**src/rtl/serial_lane_arbiter_pkg.sv**
```systemverilog
// rtl/serial_lane_arbiter_pkg.sv - state type, width clamp and round-robin pick for serial_lane_arbiter
package serial_lane_arbiter_pkg;

  typedef enum logic [1:0] {IDLE, SHIFT, HOLD} state_t;

  localparam int MAX_LANES = 8;
  localparam int CFG_BITS  = 7;

  function automatic logic [CFG_BITS-1:0] clamp_width(input logic [CFG_BITS-1:0] cfg,
                                                      input int max_width);
    if (cfg == '0 || int'(cfg) > max_width) return CFG_BITS'(max_width);
    return cfg;
  endfunction

  // Walk from the farthest lane back to last+1 so the nearest requester wins.
  function automatic logic [MAX_LANES-1:0] rr_pick(input logic [MAX_LANES-1:0] req,
                                                   input logic [2:0] last,
                                                   input int lanes);
    logic [MAX_LANES-1:0] grant;
    logic [2:0]           idx;
    grant = '0;
    for (int k = lanes; k >= 1; k--) begin
      idx = 3'((int'(last) + k) % lanes);
      if (req[idx]) begin
        grant      = '0;
        grant[idx] = 1'b1;
      end
    end
    return grant;
  endfunction

endpackage

```
**src/rtl/serial_lane_arbiter_shifter.sv**
```systemverilog
// rtl/serial_lane_arbiter_shifter.sv - lane_word_shifter: LSB-first word assembly with bit index
module lane_word_shifter
  #(
    parameter int MAX_WIDTH = 16,
    parameter int WB        = $clog2(MAX_WIDTH + 1)
  )
  (
    input  logic                 i_clock,
    input  logic                 i_reset,
    input  logic                 i_clear,
    input  logic                 i_enable,
    input  logic                 i_bit,
    input  logic [WB-1:0]        i_width,
    output logic [MAX_WIDTH-1:0] o_word,
    output logic                 o_last
  );

  logic [WB-1:0]        r_idx;
  logic [MAX_WIDTH-1:0] r_data;
  logic [MAX_WIDTH-1:0] w_bit_mask;

  // o_word already contains the bit being sampled, so the final bit is visible on the completing edge.
  assign w_bit_mask = MAX_WIDTH'(i_enable & i_bit) << r_idx;
  assign o_word     = r_data | w_bit_mask;
  assign o_last     = (r_idx == i_width - WB'(1));

  always_ff @(posedge i_clock) begin
    if (i_reset || i_clear) begin
      r_idx  <= '0;
      r_data <= '0;
    end else if (i_enable) begin
      r_idx  <= r_idx + WB'(1);
      r_data <= o_word;
    end
  end

endmodule

```
**src/rtl/serial_lane_arbiter.sv**
```systemverilog
// rtl/serial_lane_arbiter.sv - round-robin shared deserializer; SERIAL_LANE_ARBITER_ABORT_EN discards frames whose request drops
module serial_lane_arbiter
  import serial_lane_arbiter_pkg::*;
  #(
    parameter int LANES     = 4,
    parameter int MAX_WIDTH = 16,
    parameter int WB        = $clog2(MAX_WIDTH + 1),
    parameter int LB        = $clog2(LANES)
  )
  (
    input  logic                 i_clock,
    input  logic                 i_reset,
    input  logic [LANES-1:0]     i_req,
    input  logic [LANES-1:0]     i_serial_in,
    input  logic [WB-1:0]        i_cfg_width,
    output logic [LANES-1:0]     o_grant,
    output logic                 o_busy,
    output logic                 o_out_valid,
    input  logic                 i_out_ready,
    output logic [MAX_WIDTH-1:0] o_out_data,
    output logic [LB-1:0]        o_out_lane
  );

  state_t               r_state, w_state_next;
  logic [LANES-1:0]     r_grant, w_pick;
  logic [LB-1:0]        r_lane, r_last, w_pick_idx;
  logic [WB-1:0]        r_w;
  logic                 r_out_valid;
  logic [MAX_WIDTH-1:0] r_out_data;
  logic [LB-1:0]        r_out_lane;
  logic                 w_clear, w_shift_en, w_done, w_abort, w_keep, w_last;
  logic [MAX_WIDTH-1:0] w_word;

  assign w_pick = LANES'(rr_pick(MAX_LANES'(i_req), 3'(r_last), LANES));

  always_comb begin
    w_pick_idx = '0;
    for (int k = 0; k < LANES; k++) begin
      if (w_pick[k]) w_pick_idx = LB'(k);
    end
  end

`ifdef SERIAL_LANE_ARBITER_ABORT_EN
  assign w_keep = i_req[r_lane];
`else
  assign w_keep = 1'b1;
`endif

  lane_word_shifter #(.MAX_WIDTH(MAX_WIDTH), .WB(WB)) u_shifter (
    .i_clock (i_clock),
    .i_reset (i_reset),
    .i_clear (w_clear),
    .i_enable(w_shift_en),
    .i_bit   (i_serial_in[r_lane]),
    .i_width (r_w),
    .o_word  (w_word),
    .o_last  (w_last)
  );

  always_ff @(posedge i_clock) begin
    if (i_reset) r_state <= IDLE;
    else         r_state <= w_state_next;
  end

  always_comb begin
    w_state_next = r_state;
    w_clear      = 1'b0;
    w_shift_en   = 1'b0;
    w_done       = 1'b0;
    w_abort      = 1'b0;
    case (r_state)
      IDLE: begin
        if (|i_req) begin
          w_clear      = 1'b1;
          w_state_next = SHIFT;
        end
      end
      SHIFT: begin
        if (!w_keep) begin
          w_abort      = 1'b1;
          w_state_next = IDLE;
        end else begin
          w_shift_en = 1'b1;
          if (w_last) begin
            w_done       = 1'b1;
            w_state_next = HOLD;
          end
        end
      end
      HOLD: begin
        if (r_out_valid && i_out_ready) w_state_next = IDLE;
      end
      default: w_state_next = IDLE;
    endcase
  end

  always_ff @(posedge i_clock) begin
    if (i_reset) begin
      r_grant     <= '0;
      r_lane      <= '0;
      r_last      <= LB'(LANES - 1);
      r_w         <= '0;
      r_out_valid <= 1'b0;
      r_out_data  <= '0;
      r_out_lane  <= '0;
    end else begin
      if (w_clear) begin
        r_grant <= w_pick;
        r_lane  <= w_pick_idx;
        r_w     <= WB'(clamp_width(CFG_BITS'(i_cfg_width), MAX_WIDTH));
      end
      if (w_done || w_abort) begin
        r_grant <= '0;
        r_last  <= r_lane;
      end
      if (w_done) begin
        r_out_valid <= 1'b1;
        r_out_data  <= w_word;
        r_out_lane  <= r_lane;
      end
      if (r_state == HOLD && r_out_valid && i_out_ready) r_out_valid <= 1'b0;
    end
  end

  assign o_grant     = r_grant;
  assign o_busy      = (r_state != IDLE);
  assign o_out_valid = r_out_valid;
  assign o_out_data  = r_out_data;
  assign o_out_lane  = r_out_lane;

endmodule

```
**config.mk**
```make
export PLATFORM = sky130hd
export DESIGN_NAME = serial_lane_arbiter
export DESIGN_NICKNAME = d
export VERILOG_FILES = /design/src/rtl/serial_lane_arbiter_pkg.sv /design/src/rtl/serial_lane_arbiter_shifter.sv /design/src/rtl/serial_lane_arbiter.sv
export SDC_FILE = /design/constraint.sdc
export NUM_CORES = 1
export LEC_CHECK = 0
export ABC_AREA = 1
export BUFFER_PORTS_ARGS = -buffer_cell sky130_fd_sc_hd__buf_4
export CORE_MARGIN = 2
export CORE_UTILIZATION = 50
export DETAILED_ROUTE_END_ITERATION = 10
export GPL_ROUTABILITY_DRIVEN = 0
export PLACE_DENSITY = 0.72
export RECOVER_POWER = 100
export SLEW_MARGIN = 15
export SYNTH_ARGS = -nofsm -noshare
export SYNTH_HDL_FRONTEND = slang
export SYNTH_SLANG_ARGS = --single-unit
```
**constraint.sdc**
```tcl
create_clock -name i_clock -period 2 [get_ports i_clock]
set_clock_uncertainty 0.05 [all_clocks]
set_input_delay 0.2 -clock i_clock [delete_from_list [all_inputs] [get_ports i_clock]]
set_output_delay 0.2 -clock i_clock [all_outputs]
set_load 0.01 [all_outputs]
```
# [Word-level counts from Yosys, hierarchy flattened]
# Index checks and enable logic that the tools add are counted.
[totals] inputBits=16 out_inout_bits=24 register_bits=55 word_cells=98
[classes] n_lt_le_gt_ge=10 eq_ne=6 muxes=39 bitwise=6 n_addsub=6 shifts=1 reduce_logical=20
[ops] operator="$mux 1" count=18
[ops] operator="$lt 3x4->1 const B" count=4
[ops] operator="$mux 4" count=4
[ops] operator="$or 16x16->16" count=1
[ops] operator="$shl 16x5->16" count=1
[ops] operator="$bmux 1 s3" count=4
[ops] operator="$demux 1 s3" count=4
[ops] operator="$ge 3x1->1 const B" count=4
[ops] operator="$reduce_or 2->1" count=6
[ops] operator="$mux 2" count=5
[ops] operator="$mux 5" count=2
[ops] operator="$logic_and 1x1->1" count=7
[ops] operator="$pmux 2 s3" count=1
[ops] operator="$add 5x1->5 const B" count=1
[ops] operator="$eq 5x5->1" count=1
[ops] operator="$gt 5x5->1 const B" count=1
[ops] operator="$logic_not 5->1" count=1
[ops] operator="$sub 5x1->5 const B" count=1
[ops] operator="$add 2x1->2 const B" count=2
[ops] operator="$add 2x2->2 const B" count=2
[ops] operator="$and 1x1->1 const A" count=4
[ops] operator="$ne 2x2->1 const B" count=2
[ops] operator="$reduce_or 4->1" count=1
[ops] operator="$lt 2x3->1 const B" count=1
[ops] operator="other kinds (9)" count=10

# [Longest topological paths before layout]
# Gate-level depths: netlist of the first run.
[depth] depth_word=14 mapped_depth=14 mapped_depth_nobuf=14

# [By module]
# A second synthesis of the first run with hierarchy kept.
[unflattened] cells_unflattened=391 hier_area_um2=2772.7
[modules_own_cells] module="serial_lane_arbiter" cells_per_inst=231 area_per_inst_um2=1650.3 instances=1
[modules_own_cells] module="lane_word_shifter" cells_per_inst=160 area_per_inst_um2=1122.3 instances=1

# [Worst setup path before layout of the first run]
# No wires, ideal clock.
[synth_timing] path_type="reg-to-reg" from="register r_last[0]" to="register r_lane[1]" period_less_slack_ns=1.864 setup_time_ns=0.109 stages_incl_launch_ff=15 slack_ns=0.136 path_buffers=0 arrival_ns=1.705 cell_sequence="dfxtp_1 inv_2 ha_1 inv_1 nand3_1 nand2_1 inv_1 nand2_1 nand3_1 nand2_1 nand2_1 nand2_1 nand3_1 nand2_1 inv_1"
[synth_via] elab_chain_cells=13
[synth_lines] item="from (decl)" line="serial_lane_arbiter.sv:26" text="logic [LB-1:0] r_lane, r_last, w_pick_idx;"
[synth_lines] item="from (signal assigned)" line="serial_lane_arbiter.sv:101" text="r_last <= LB'(LANES - 1);"
[synth_lines] item="from (signal assigned)" line="serial_lane_arbiter.sv:114" text="r_last <= r_lane;"
[synth_lines] item="$add 2x1->2" line="serial_lane_arbiter_pkg.sv:23" text="idx = 3'((int'(last) + k) % lanes);"
[synth_lines] item="$reduce_or 2->1 (no source line)"
[synth_lines] item="$and 1x1->1 (no source line)"
[synth_lines] item="$lt 3x4->1 (not written as such) / $ge 3x1->1 (equally long branches)" line="serial_lane_arbiter_pkg.sv:26" text="grant[idx] = 1'b1;"
[synth_lines] item="$logic_and 1x1->1 (not written as such)" line="serial_lane_arbiter_pkg.sv:26"
[synth_lines] item="$mux 1 (not written as such)" line="serial_lane_arbiter_pkg.sv:26"
[synth_lines] item="$demux 1 s3" line="serial_lane_arbiter_pkg.sv:26"
[synth_lines] item="$mux 4 (3 in series)" line="serial_lane_arbiter_pkg.sv:24" text="if (req[idx]) begin"
[synth_lines] item="$mux 4 *" line="serial_lane_arbiter_pkg.sv:24"
[synth_lines] item="$mux 2" line="serial_lane_arbiter.sv:39" text="if (w_pick[k]) w_pick_idx = LB'(k);"
[synth_lines] item="$mux 2 *" line="serial_lane_arbiter.sv:39"
[synth_lines] item="to (signal assigned)" line="serial_lane_arbiter.sv:109" text="r_lane <= w_pick_idx;"
[synth_lines] item="to (decl)" line="serial_lane_arbiter.sv:26"
# Mark *: on every way between the ends. The rest lies on a longest branch, timed or not. The select of a mux whose other input is x is not followed.
# A chain may end at the register's enable or synchronous reset.

# [Final worst setup path of the first run]
[layout_timing] from="register r_w[0]" to="register r_grant[0] (netlist: o_grant[0])"
[layout_via] elab_chain_cells=5
[layout_lines] item="from (decl)" line="serial_lane_arbiter.sv:27" text="logic [WB-1:0] r_w;"
[layout_lines] item="from (signal assigned)" line="serial_lane_arbiter.sv:110" text="r_w <= WB'(clamp_width(CFG_BITS'(i_cfg_width), MAX_WIDTH));"
[layout_lines] item="$sub 5x1->5" line="serial_lane_arbiter_shifter.sv:25" text="assign o_last = (r_idx == i_width - WB'(1));"
[layout_lines] item="$eq 5x5->1" line="serial_lane_arbiter_shifter.sv:25"
[layout_lines] item="$mux 1" line="serial_lane_arbiter.sv:84" text="if (w_last) begin"
[layout_lines] item="$mux 1" line="serial_lane_arbiter.sv:71" text="case (r_state)"
[layout_lines] item="$reduce_or 2->1 (no source line)"
[layout_lines] item="to (signal assigned)" line="serial_lane_arbiter.sv:108" text="r_grant <= w_pick;"
[layout_lines] item="to (decl)" line="serial_lane_arbiter.sv:25" text="logic [LANES-1:0] r_grant, w_pick;"
# No other way between the ends.

==> results.tsv, run 1 <==
stage	metric	value	unit
status	status	finished clean	
routing	Total Wirelength	5431	um
clock_network	clock tree sinks	55	
yosys	synthesis warning total	0	
finish	design area	0.003043	mm2
worst_setup_path	crit start category	flop	
floorplan	Die Y-Extent	76.84	um
yosys	Synth Net Count	391	
global_route	routing usage on met1	0.2469	
global_route	initial antenna violation count	0	
pwr	cell-internal power	1.485	mW
floorplan	IO Count	40	
timing	post-layout minimum cycle time	1857	ps
placement	post-DP HPWL	4119	um
yosys	distinct cell type count after synthesis	34	
yosys	Post-Syn Area	0.002653	mm2
routing	routed via count	2366	
routing	ANT nets after route	0	
placement	Cell Area, Placed	0.003057	mm2
yosys	Post-Syn Instances	365	
pwr	sequential share of power	0.554	
finish	nets@finish	440	
hold_path	hold crit path type	primary input to flop	
placement	Port Buf Inserts	39	
worst_setup_path	WP data required	2190	ps
worst_setup_path	Crit. Startpoint	r_w[0]$_SDFFE_PP0P_	
pwr	combinational share of power	0.142	
hold_path	worst hold start	i_out_ready	
pwr	Sw Ratio	0.2829	
finish	share of cells above drive strength 1	0.1229	
timing	# setup viols final	0	
global_route	vias in the first global route	2194	
finish	post-layout util	0.5958	
global_route	total grt overflow	0	
timing	period utilisation layout	0.9284	
finish	FILL cells	504	
yosys	dominant synthesized flop cell	dfxtp_1	
routing	Via density	4.878	
worst_setup_path	Max FO, Critical Path	5	
clock_network	clk root buf	clkbuf_8	
worst_setup_path	crit path kind	flop to flop	
clock_network	Post-CTS Setup Repair Bufs	0	
routing	DR WL/cell	11.20	um
pwr	power per cell area	680.3	mW/mm2
clock_network	clk slew on worst S/H paths	100	ps
worst_setup_path	Worst Setup End Kind	flop	
floorplan	Die X	76.84	um
clock_network	H-tree levels	2	
yosys	FFs w/ async S/R, synth	0	
finish	Synth-to-Final Area Change	14.72	%
yosys	EDFF count, synth	0	
routing	drt drc	0	
global_route	pin count of the biggest net entering global routing	21	
yosys	Avg Cell Area, Syn	7.267	um2
worst_setup_path	Reg2Reg Launch Point	r_w[0]$_SDFFE_PP0P_	
timing	Peak Freq	538.6	MHz
pwr	clock power share	0.304	
pwr	Leak	1.349	nW
clock_network	clock buffer depth	2	
floorplan	core area	0.005107	mm2
clock_network	TritonCTS Buffers	5	
routing	Initial DRC Count	149	
yosys	register area share after synthesis	0.4151	
finish	fin cells	485	
floorplan	# rows	26	
clock_network	clk_lat worst skew	310	ps
floorplan	Initial Util	0.5194	
pwr	Pwr Total	2.070	mW
global_route	GRT Max-Usage Layer	met2	
yosys	flops & latches, synth	55	
pwr	sw power	0.5855	mW
timing	max_slew headroom	0.7106	
finish	Ant. Diodes	0	
timing	Slew @ Worst Pin	434.1	ps
global_route	first-pass GRT wire length	9335	um
pwr	Peak VDD IR	385.7	uV
placement	Placed Cells	477	
run	Max-Cap Viols	0	
floorplan	die area	0.005904	mm2
clock_network	TritonCTS clock tree	yes	
timing	Fin. Hold Viols	0	
timing	RSZ-0062 raised after global routing	no	
timing	setup TNS	0	ps
worst_setup_path	WP data arrival	2040	ps
global_route	GRT met2 Usage	0.3167	
global_route	GRT Overall Usage	0.1926	
routing	Initial DRT Pass Iterations	4	
timing	Slew Limit Fails	0	
global_route	M3 GR Usage	0.03647	
## logic make-up after synthesis
group	after synthesis	share of synthesized area
AO/OA/AOI/OAI	54	0.1236
adder cells (fa/ha/maj)	10	0.04717
buffers and inverters	66	0.1080
XOR/XNOR	6	0.01981
flip-flops	55	0.4151
AND/OR/NAND/NOR	174	0.2863
## through the flow
step | hold slack (ps) | setup WS (ps)
after global routing | 103.3 | 25.86
final | 98.89 | 143.2
after CTS | 93.74 | 66.28
after global placement | 382.6 | 152.9
after detailed placement | 386.1 | 92.65
after floorplan | 307.2 | 136.2
## cell usage in the layout, fill, tap and decap left out
master,count
nor2_4,2
nand2_2,2
inv_1,54
nor3b_1,1
o211ai_1,3
clkinv_2,1
nand3_1,22
ha_4,1
dfxtp_1,55
and2_4,1
ha_1,9
clkbuf_1,25
clkbuf_2,2
o21ai_1,3
o21ai_2,6
o22ai_1,4
inv_6,2
inv_2,4
nor2_8,1
buf_4,21
nand3_4,1
xor2_1,3
a31oi_1,1
o21bai_1,2
clkbuf_8,5
nand2_1,101
a21oi_1,21
inv_4,2
a211oi_1,1
o31ai_1,1
nand4_1,5
nor4_1,1
xnor2_1,3
nor2_1,30
nor3_1,6
o21ai_0,12
or2_1,1
## layer usage
| metal | part of all wire | wire, um |
|---|---|---|
| met1 | 0.51 | 2743 |
| met2 | 0.44 | 2378 |
| met3 | 0.038 | 209 |
| met4 | 0.018 | 100 |
| met5 | 0 | 0 |
## area by class of cell
| class | count | area (um2) | area share |
|---|---|---|---|
| inverter | 60 | 230.2 | 0.07566 |
| timing repair buffer | 48 | 261.5 | 0.08594 |
| clock inverter | 3 | 22.52 | 0.007401 |
| sequential | 55 | 1101 | 0.3618 |
| clock buffer | 5 | 68.82 | 0.02262 |
| tap | 70 | 87.58 | 0.02878 |
| multi-input combinational | 244 | 1271 | 0.4178 |
## power by group through the flow
stage	clock network [mW]	registers (mW)	logic, mW
after floorplan	0	1.17	0.204
after global placement	0	1.17	0.310
after detailed placement	0	1.17	0.313
after CTS	0.653	1.15	0.315
after global routing	0.689	1.15	0.330
final	0.630	1.15	0.293
## synthesized netlist by cell type, types with 2 or more instances
master | instances | area, um2
a21oi_1 | 21 | 105.1
xor2_1 | 3 | 26.28
inv_2 | 5 | 18.77
nor2_4 | 2 | 22.52
o211ai_1 | 3 | 22.52
xnor2_1 | 3 | 26.28
o21ai_2 | 9 | 78.83
o21ai_0 | 12 | 60.06
nor2_1 | 29 | 108.9
nand2_1 | 101 | 379.1
nand4_1 | 5 | 31.28
clkbuf_8 | 2 | 27.53
inv_1 | 54 | 202.7
o21bai_1 | 2 | 15.01
dfxtp_1 | 55 | 1101
nand3_1 | 22 | 110.1
buf_2 | 2 | 10.01
ha_1 | 10 | 125.1
o22ai_1 | 4 | 25.02
nor3_1 | 6 | 30.03
nand2_2 | 2 | 12.51
## path summary, 6_finish.rpt
check	endpoint	slack, ps	depth (start not counted)
max	o_grant[0]$_SDFFE_PP0P_	140	10
min	o_out_valid$_SDFFE_PP0P_	100	4
max reg2reg	o_grant[0]$_SDFFE_PP0P_	140	10
min reg2reg	o_out_data[11]$_SDFFE_PP0P_	400	2
## state kept, by name, indices dropped and copies added (netlist names)
signal and flops:
r_w 5, r_lane 2, o_grant 4, r_state 2, u_shifter.r_data 16, o_out_valid 1
o_out_lane 2, r_last 2, u_shifter.r_idx 5, o_out_data 16
## worst max-delay path, stage by stage, from the launching register on
cell and delay [ps]:
dfxtp_1 340, inv_1 80, ha_1 310, or2_1 210, nand4_1 70, a21oi_1 40
and2_4 150, nand3_4 110, nand2_2 90, buf_4 160, nor3_1 170
## repair_timing
action	CTS	global route
resized for setup	0	5
endpoints found under the setup margin	0	17
hold buffers	0	0
Power figures use the tool's default switching activity.
==> run 2, diff against run 1 <==
==> constraint.sdc (replaced) <==
create_clock -name i_clock -period 2 [get_ports i_clock]
set_clock_uncertainty 0.05 [all_clocks]
set_input_delay 0.3 -clock i_clock [delete_from_list [all_inputs] [get_ports i_clock]]
set_output_delay 0.3 -clock i_clock [all_outputs]
set_load 0.01 [all_outputs]
==> results.tsv, run 2 (synthesis results as in run 1) <==
stage	metric	value	unit
timing	Peak Freq	541.3	MHz
timing	setup TNS	0	ps
pwr	Leak	1.364	nW
finish	Synth-to-Final Area Change	15.90	%
timing	post-layout minimum cycle time	1848	ps
pwr	Pwr Total	2.087	mW
timing	Slew Limit Fails	0	
status	status	finished clean	
placement	Placed Cells	479	
global_route	vias in the first global route	2222	
routing	routed via count	2367	
routing	Initial DRT Pass Iterations	4	
hold_path	hold crit path type	primary input to flop	
finish	nets@finish	442	
clock_network	Post-CTS Setup Repair Bufs	0	
clock_network	clk_lat worst skew	310	ps
finish	leading cell type in the layout, fill and taps excluded	nand2_1	
floorplan	Initial Util	0.5194	
floorplan	die area	0.005904	mm2
timing	# setup viols final	0	
clock_network	TritonCTS Buffers	5	
routing	ANT nets after route	0	
worst_setup_path	Worst Setup End Kind	flop	
clock_network	hold_buf cts	0	
timing	period utilisation layout	0.9238	
timing	RSZ-0062 raised after global routing	no	
worst_setup_path	WP data required	2190	ps
finish	Ant. Diodes	0	
timing	max_slew headroom	0.7357	
worst_setup_path	crit path kind	flop to flop	
clock_network	clock buffer depth	2	
routing	DR WL/cell	11.39	um
floorplan	Die Y-Extent	76.84	um
timing	Fin. Hold Viols	0	
global_route	first-pass GRT wire length	9604	um
global_route	initial antenna violation count	0	
clock_network	TritonCTS clock tree	yes	
floorplan	# rows	26	
pwr	power per cell area	679.0	mW/mm2
timing	Slew @ Worst Pin	396.4	ps
clock_network	clk slew on worst S/H paths	100	ps
global_route	GRT Overall Usage	0.1986	
finish	most frequent cells in the layout	nand2_1, dfxtp_1, inv_1	
clock_network	clk root buf	clkbuf_8	
worst_setup_path	WP data arrival	2030	ps
finish	fin cells	487	
routing	Initial DRC Count	127	
finish	share of cells above drive strength 1	0.1367	
floorplan	IO Count	40	
worst_setup_path	Max FO, Critical Path	5	
global_route	total grt overflow	0	
floorplan	Die X	76.84	um
placement	post-DP HPWL	4241	um
global_route	pin count of the biggest net entering global routing	19	
placement	Port Buf Inserts	39	
finish	FILL cells	513	
worst_setup_path	crit start category	flop	
routing	Via density	4.860	
clock_network	clock tree sinks	55	
pwr	Peak VDD IR	395.9	uV
run	Max-Cap Viols	0	
floorplan	core area	0.005107	mm2
routing	drt drc	0	
routing	Total Wirelength	5549	um
clock_network	H-tree levels	2	
## run 2: cell types whose count changed in the layout (fill, tap and decap cells not counted), sizes merged
cell	before	now
buf	21	24
clkbuf	32	31
## run 2: what timing repair did
action	in CTS	in global routing
endpoints found under the hold margin	0	0
gates resized for setup	0	6
setup endpoints to repair	0	20
## run 2: path summary, 6_finish.rpt
path                               start                           to  slack [ps]  cells after the start
max                  r_w[0]$_SDFFE_PP0P_      o_grant[0]$_SDFFE_PP0P_         150                     10
max reg2reg          r_w[0]$_SDFFE_PP0P_      o_grant[0]$_SDFFE_PP0P_         150                     10
min reg2reg  o_out_data[15]$_SDFFE_PP0P_  o_out_data[15]$_SDFFE_PP0P_         400                      2
min                          i_out_ready     o_out_valid$_SDFFE_PP0P_         190                      4
## run 2: worst max-delay path: stages, from the launching register on
cell      delay, ps
dfxtp_1         340
inv_1            80
ha_1            310
or2_1           210
nand4_1          70
a21oi_1          40
and2_4          150
nand3_4         110
nand2_2          90
clkbuf_2        150
nor3_1          160
## run 2: final cells by class
class / instances / area (um2) / share of cell area
Timing Repair Buffer: 50 / 279.0 / 0.09076
Multi-Input combinational cell: 244 / 1285 / 0.4180
Tap cell: 70 / 87.58 / 0.02849
Clock inverter: 3 / 22.52 / 0.007326
Inverter: 60 / 230.2 / 0.07489
Clock buffer: 5 / 68.82 / 0.02239
Sequential cell: 55 / 1101 / 0.3582
## run 2: per-layer routing
metal,track usage,wire length (um),vias to the layer above
met5,0,0,-
met4,0.04364,55,0
met3,0.04471,232,6
met2,0.3377,2520,48
met1,0.2570,2741,1058
li1,-,-,1255
## run 2: where the power goes
group          leakage, nW  switching [mW]  internal, mW
sequential           0.445          0.0224          1.12
clock               0.0489           0.383         0.254
combinational        0.870           0.190         0.113
## run 2: stage by stage
stage	worst slack (ps)	util	hold WS [ps]	instance area, um2
2_1_floorplan	136.2	-	385.6	2653
3_3_place_gp	174.3	0.5990	382.6	3059
3_5_place_dp	105.6	0.5990	385.2	3059
4_1_cts	76.77	0.6169	193.3	3151
5_1_grt	13.78	0.6019	201.0	3074
6_report	152.4	0.6019	193.6	3074
